<file path="src/rtl/alu_arbiter.sv">
// alu_arbiter: round-robin sharing of one ALU among NUM_REQ valid/ready requesters, responses tagged by id
module alu_arbiter #(
  parameter int WIDTH   = 8,
  parameter int NUM_REQ = 4,
  parameter int ID_W    = 2
) (
  input  logic                       clk,
  input  logic                       reset,
  input  logic [NUM_REQ-1:0]         req_valid,
  output logic [NUM_REQ-1:0]         req_ready,
  input  logic [NUM_REQ*WIDTH-1:0]   req_op_a,
  input  logic [NUM_REQ*WIDTH-1:0]   req_op_b,
  input  logic [NUM_REQ*2-1:0]       req_op_code,
  output logic [WIDTH-1:0]           alu_op_a,
  output logic [WIDTH-1:0]           alu_op_b,
  output logic [1:0]                 alu_op_code,
  input  logic [WIDTH-1:0]           alu_result,
  output logic                       rsp_valid,
  input  logic                       rsp_ready,
  output logic [ID_W-1:0]            rsp_id,
  output logic [WIDTH-1:0]           rsp_result,
  output logic                       busy,
  output logic [15:0]                op_count
);
  typedef enum logic [1:0] {IDLE, EXEC, RESP} state_t;
  state_t            state_q, state_d;
  logic [WIDTH-1:0]  op_a_q, op_a_d, op_b_q, op_b_d, result_q, result_d;
  logic [1:0]        op_code_q, op_code_d;
  logic              rsp_valid_q, rsp_valid_d;
  logic [ID_W-1:0]   rsp_id_q, rsp_id_d, cur_id_q, cur_id_d, last_grant_q, last_grant_d, gnt_id;
  logic [15:0]       op_count_q, op_count_d;
  logic              gnt_found;
  // Scan downward so the nearest valid requester after last_grant wins
  always_comb begin
    gnt_found = 1'b0;
    gnt_id = '0;
    for (int k = NUM_REQ; k >= 1; k--) begin
      if (req_valid[(int'(last_grant_q) + k) % NUM_REQ]) begin
        gnt_found = 1'b1;
        gnt_id = ID_W'((int'(last_grant_q) + k) % NUM_REQ);
      end
    end
  end
  assign req_ready = (state_q == IDLE && gnt_found) ? NUM_REQ'(1) << gnt_id : '0;
  always_comb begin
    state_d = state_q;
    op_a_d = op_a_q;
    op_b_d = op_b_q;
    op_code_d = op_code_q;
    result_d = result_q;
    rsp_valid_d = rsp_valid_q;
    rsp_id_d = rsp_id_q;
    cur_id_d = cur_id_q;
    last_grant_d = last_grant_q;
    op_count_d = op_count_q;
    case (state_q)
      IDLE: if (gnt_found) begin
        op_a_d = req_op_a[int'(gnt_id)*WIDTH +: WIDTH];
        op_b_d = req_op_b[int'(gnt_id)*WIDTH +: WIDTH];
        op_code_d = req_op_code[int'(gnt_id)*2 +: 2];
        cur_id_d = gnt_id;
        state_d = EXEC;
      end
      EXEC: begin
        result_d = alu_result;
        rsp_id_d = cur_id_q;
        rsp_valid_d = 1'b1;
        state_d = RESP;
      end
      RESP: if (rsp_ready) begin
        rsp_valid_d = 1'b0;
        last_grant_d = cur_id_q;
        op_count_d = op_count_q + 16'd1;
        state_d = IDLE;
      end
      default: state_d = IDLE;
    endcase
  end
  always_ff @(posedge clk or negedge reset) begin
    if (!reset) begin
      state_q <= IDLE;
      op_a_q <= '0;
      op_b_q <= '0;
      op_code_q <= '0;
      result_q <= '0;
      rsp_valid_q <= 1'b0;
      rsp_id_q <= '0;
      cur_id_q <= '0;
      last_grant_q <= ID_W'(NUM_REQ - 1);
      op_count_q <= '0;
    end else begin
      state_q <= state_d;
      op_a_q <= op_a_d;
      op_b_q <= op_b_d;
      op_code_q <= op_code_d;
      result_q <= result_d;
      rsp_valid_q <= rsp_valid_d;
      rsp_id_q <= rsp_id_d;
      cur_id_q <= cur_id_d;
      last_grant_q <= last_grant_d;
      op_count_q <= op_count_d;
    end
  end
  assign alu_op_a = op_a_q;
  assign alu_op_b = op_b_q;
  assign alu_op_code = op_code_q;
  assign rsp_valid = rsp_valid_q;
  assign rsp_id = rsp_id_q;
  assign rsp_result = result_q;
  assign busy = state_q != IDLE;
  assign op_count = op_count_q;
endmodule

</file>
<file path="config.mk">
export PLATFORM = sky130hd
export DESIGN_NAME = alu_arbiter
export DESIGN_NICKNAME = d
export VERILOG_FILES = /design/src/rtl/alu_arbiter.sv
export SDC_FILE = /design/constraint.sdc
export NUM_CORES = 1
export LEC_CHECK = 0
export CORE_MARGIN = 5
export CORE_UTILIZATION = 44
export CTS_BUF_LIST = sky130_fd_sc_hd__clkbuf_8
export DETAILED_ROUTE_END_ITERATION = 10
export PLACE_DENSITY = 0.89
export SYNTH_ARGS = -nofsm -noshare
export SYNTH_HDL_FRONTEND = slang
export SYNTH_SLANG_ARGS = --single-unit
</file>
<file path="constraint.sdc">
create_clock -name clk -period 4 [get_ports clk]
set_clock_uncertainty 0.2 [all_clocks]
set_input_delay 0.8 -clock clk [delete_from_list [all_inputs] [get_ports clk]]
set_output_delay 0.8 -clock clk [all_outputs]
set_load 0.005 [all_outputs]
</file>
## Word level (Yosys, flattened, before mapping)

Index checks and enable logic that the tools add are counted.

| storage, ports and cells | value |
|---|---|
| register bits after elaboration | 51 |
| bits of input ports | 87 |
| output and inout bits | 50 |
| logic and storage cells | 69 |

| operators by class | value |
|---|---|
| $add $sub $neg | 5 |
| $lt $le $gt $ge | 4 |
| equal/unequal tests | 4 |
| shifts and indexed selects | 4 |
| multiplexer cells | 26 |
| bitwise operators | 4 |
| reductions and logical operators | 12 |

Operator list:

| kind | number |
|---|---|
| 32-bit by 6-bit variable part select with 8-bit output | 2 |
| 16-bit by 1-bit adder with 16-bit output (second input constant) | 1 |
| 3-bit by 4-bit < comparator with 1-bit output (second input constant) | 4 |
| 1-bit two-way mux | 13 |
| 2-bit two-way mux | 6 |
| 1-bit binary-select mux with 2-bit select | 4 |
| 2-bit AND reduction | 4 |
| 2-bit OR reduction | 4 |
| 8-bit by 4-bit variable part select with 2-bit output | 1 |
| 2-bit one-hot mux with 3 select lines | 1 |
| 2-bit by 1-bit adder with 2-bit output (second input constant) | 2 |
| 2-bit adder (second input constant) | 2 |
| 1-bit AND (first input constant) | 4 |
| 4-bit two-way mux | 1 |
| 2-bit inequality test (second input constant) | 2 |
| 2-bit nonzero test | 2 |
| 1-bit by 2-bit << shifter with 4-bit output (first input constant) | 1 |
| 2-bit by 1-bit equality test with 1-bit output (second input constant) | 1 |
| 2-bit equality test (second input constant) | 1 |
| 2-bit zero test | 1 |
| 1-bit one-hot mux with 2 select lines | 1 |
| 1-bit logical AND | 1 |

## Logic depth before layout (Yosys ltp)

| depth | value |
|---|---|
| depth in word-level cells | 12 |
| mapped depth | 6 |
| mapped depth without buffers | 6 |

## Least setup slack after synthesis

No wires, ideal clock.

| timing | value |
|---|---|
| path kind | input -> output |
| start | in req_valid[3] |
| end | out req_ready[0] |
| arrival | 1730 ps |
| required time | 3000 ps |
| setup slack | 1270 ps |
| stages | 6 |
| buffers on the path | 1 |
| cell sequence | nor2_1 -> a21o_1 -> inv_2 -> nand2_1 -> clkbuf_1 -> nor2_1 |

| between the ends | value |
|---|---|
| word-level cells in the longest chain between the ends | 9 |
| elaborated cells on any way between the ends | 23 |
| classes of those cells | shift: 1; mux: 21; reduce/logical: 1 |

Ends and longest elaborated chain:

| element | line | RTL |
|---|---|---|
| start: declaration | 9 | `input logic [NUM_REQ-1:0] req_valid,` |
| 1-bit binary-select mux with 2-bit select | 38 | `if (req_valid[(int'(last_grant_q) + k) % NUM_REQ]) begin` |
| 1-bit two-way mux (implied by the code) (2 in series) | 38 |  |
| 2-bit two-way mux / 1-bit two-way mux (equally long branches) (4 in series) | 38 |  |
| 1-bit by 2-bit << shifter with 4-bit output / 1-bit logical AND (equally long branches) | 44 | `assign req_ready = (state_q == IDLE && gnt_found) ? NUM_REQ'(1) << gnt_id : '0;` |
| 4-bit two-way mux * | 44 |  |
| end: declaration | 10 | `output logic [NUM_REQ-1:0] req_ready,` |

Mark *: on every way between the ends. The rest lies on a longest branch, timed or not. The select of a mux whose other input is x is not followed.

## Worst setup path in the final report

| timing | value |
|---|---|
| start | in req_valid[3] |
| end | out req_ready[1] |

Same word-level chain as after synthesis.

==> results.yml <==
clock_tree:
  clk_path_buf_depth: 2
  cts-resized-gates: 0
  cts_made_buffers: 5
  post-cts-setup-buffer-count: 0
  path_clk_slew_ns: 0.09
  hold_buffers: 0
  cts.sinks: 51
  root_buffer: "clkbuf_8"
  worstSkewPairLatency_ns: 0.30
  cts_htree_levels: 2
  cts_tree: "built"
finish:
  layout.nets: 452
  fin_cells: 437
  fillCellCount: 442
  area_growth_pct: 60.1
  diodes: 0
  multiInputGateArea_sq_um: 1180
  final_layout_size_suffix_gt1_share_pct: 8.49
  seqCellArea_sq_um: 1280
die:
  die-area_sq_um: 7430
  io_pins: 137
  start_util_pct: 45.8
  die_h_um: 86.2
  coreArea_sq_um: 5570
  row_count: 27
  die_w_um: 86.2
routing:
  wl_per_cell_um: 16.4
  vias_per_cell: 5.16
  drt_first_pass_iters: 4
  ant_nets: 0
  wirelength_mm: 7.16
  num_vias: 2254
  drtIter0Drc: 71
  post-route-drc-count: 0
timing:
  final-max-slew-violation-count: 0
  maxSlewHeadroom_pct: 38.4
  worst_pin_slew_ns: 0.922
  grt_setup_unrepaired: "no"
  period_minus_slack_ns: 3.59
  fin_crit_sh_pct: 89.7
  setup_ws_ns: 0.411
  finalHoldViolations: 0
  finalSetupTns_ns: 0
  report.final.setup_viol: 0
  fmax_mhz: 279
power_and_ir_drop:
  power_frac_seq_pct: 35.1
  power_mw: 2.43
  powerDensity_nw_per_um2: 593
  switching_power_mw: 0.793
  p_int_mw: 1.63
  pwr-share-comb_pct: 49.5
  ir_worst_vdd_v: 0.000478
  clkPwrFrac_pct: 15.3
  cellLeakagePower_nw: 1.84
  swShare_pct: 32.7
placed_design:
  placedCellCount: 429
  post-dp-hpwl_mm: 5.74
  place_congestion: 0.805
  port-buffer-count: 136
  place_ws_ns: 0.424
global_routing:
  overflow: 0
  antenna_found_initial: 0
  grt_pass1_vias: 2460
  grt_max_degree: 34
  grt.total_usage_pct: 19.6
  grt_pass1_wl_mm: 11.9
hold_path:
  hp-class: "reg -> reg"
  min_to: "op_count[15]"
  min_from: "op_count[15]"
  whs_path_depth: 1
synth:
  synth_top_area_cell: "dfrtp_1"
  syn_nets: 313
  ys_seq_area_share_pct: 50.1
  syn_inst: 225
  synth_seq_cells: 51
  syn-mean-instance-area_sq_um: 11.3
  synth_area_leaders: "dfrtp_1 (48%), mux2i_1 (15%), o221ai_1 (6.2%), nand2_1 (5.4%), mux2_2 (4.4%)"
  yosysWarnings: 0
  synth-edff-count: 0
  synth-main-ff-cell: "dfrtp_1"
  netlist.area_leader.share_pct: 48.0
  synth.distinct_cells: 31
  synthArstFlopShare_pct: 100
  syn_area_sq_um: 2550
worst_setup_path:
  path_class: "in -> out"
  r2r_start: "last_grant_q[1]"
  timing.rr.end: "alu_op_a[2]"
  arrival_ns: 2.59
  timing.reg2reg.setup_slack_ns: 1.75
  crit_required_ns: 3.00
  cp-end-kind: "output port"
  reg2reg_depth: 6
  cp_max_fo: 7
  start_kind: "input pin"
run:
  cap_violations: 0
run_status:
  status: "finished, final reports clean"
## flip-flops by register name, indices dropped and copies added, names as in the netlist
register and flops:
rsp_id 2, alu_op_a 8, rsp_result 8, cur_id_q 2, alu_op_code 2, state_q 2
op_count 16, last_grant_q 2, rsp_valid 1, alu_op_b 8
## synthesized netlist by cell type, types with 2 or more instances
cell type / n
dfrtp_1: 49
mux2i_1: 37
nand2_1: 37
o221ai_1: 18
mux2_2: 10
nor2_1: 10
xnor2_1: 10
clkbuf_1: 6
nand3_1: 6
and3_1: 5
xor2_1: 5
a21oi_1: 3
buf_8: 3
inv_1: 3
nand2b_1: 3
a21o_1: 2
and4_1: 2
dfstp_2: 2
nor2b_1: 2
## power groups by stage
stage	registers [mW]	clock network, mW	logic [mW]
global placement	0.853	0	1.19
global route	0.882	0.407	1.32
floorplan	0.860	0	0.619
detailed placement	0.863	0	1.22
CTS	0.855	0.384	1.22
finish	0.852	0.372	1.20
## cells in the final DEF, fill, tap and decap left out, types with 2 or more instances in the layout
master           Yosys  layout
dfrtp_1             49      49
clkdlybuf4s50_1      0     135
and3_1               5       5
nor2b_1              2       2
and4_1               2       2
o221ai_1            18      18
mux2_2              10      10
buf_4                0       6
clkbuf_8             0       6
xnor2_1             10      10
nor2_1              10      10
xor2_1               5       5
inv_1                3       3
dfstp_2              2       2
nand3_1              6       6
nand2_1             37      37
mux2i_1             37      37
a21oi_1              3       3
nand2b_1             3       3
a21o_1               2       2
## per-stage QoR
stage          hold WS [ns]  util, %  instance area [sq um]
3_5_place_dp          0.260     71.2                   3970
6_report              0.273     73.3                   4090
4_1_cts               0.277     73.3                   4090
3_3_place_gp          0.256     71.2                   3970
2_1_floorplan         0.256        -                   2550
5_1_grt               0.292     73.3                   4090
## worst max-delay path by stage
stage | startpoint | to | slack (ns) | cells past startpoint
after global routing | req_valid[3] | req_ready[1] | 0.25 | 6
after global placement | req_valid[3] | req_ready[1] | 0.44 | 6
after floorplan | req_valid[3] | req_ready[0] | 1.27 | 6
after detailed placement | req_valid[3] | req_ready[3] | 0.42 | 6
after CTS | req_valid[3] | req_ready[3] | 0.40 | 6
final | req_valid[3] | req_ready[1] | 0.41 | 6
## per-layer routing
| layer | track usage (%) | share of wire [%] |
|---|---|---|
| met2 | 35.7 | 53 |
| met4 | 4.67 | 1.3 |
| met3 | 5.61 | 7.6 |
| met1 | 22.7 | 38 |
| met5 | 0 | 0 |
## cell families after synthesis
group,Yosys count,share of synthesized area [%]
xor+xnor,15,5.14
mux,47,18.9
flops,51,50.1
buf+inv,14,3.67
compound gates,26,8.82
fa+ha+maj,1,0.490
simple gates,71,12.9
## critical path, cell delays in order
cell	delay, ns
clkdlybuf4s50_1	0.52
nor2b_1	0.19
a21oi_1	0.09
o221ai_4	0.25
and3_1	0.20
clkdlybuf4s50_1	0.53
## layout make-up
cell class / instances / share of cell area (%)
timing repair buffer: 142 / 34.3
sequential: 51 / 31.3
multi-input combinational: 160 / 28.9
tap: 72 / 2.20
clock buffer: 6 / 2.02
clock inverter: 2 / 0.949
inverter: 4 / 0.367
Power figures use the tool's default switching activity.
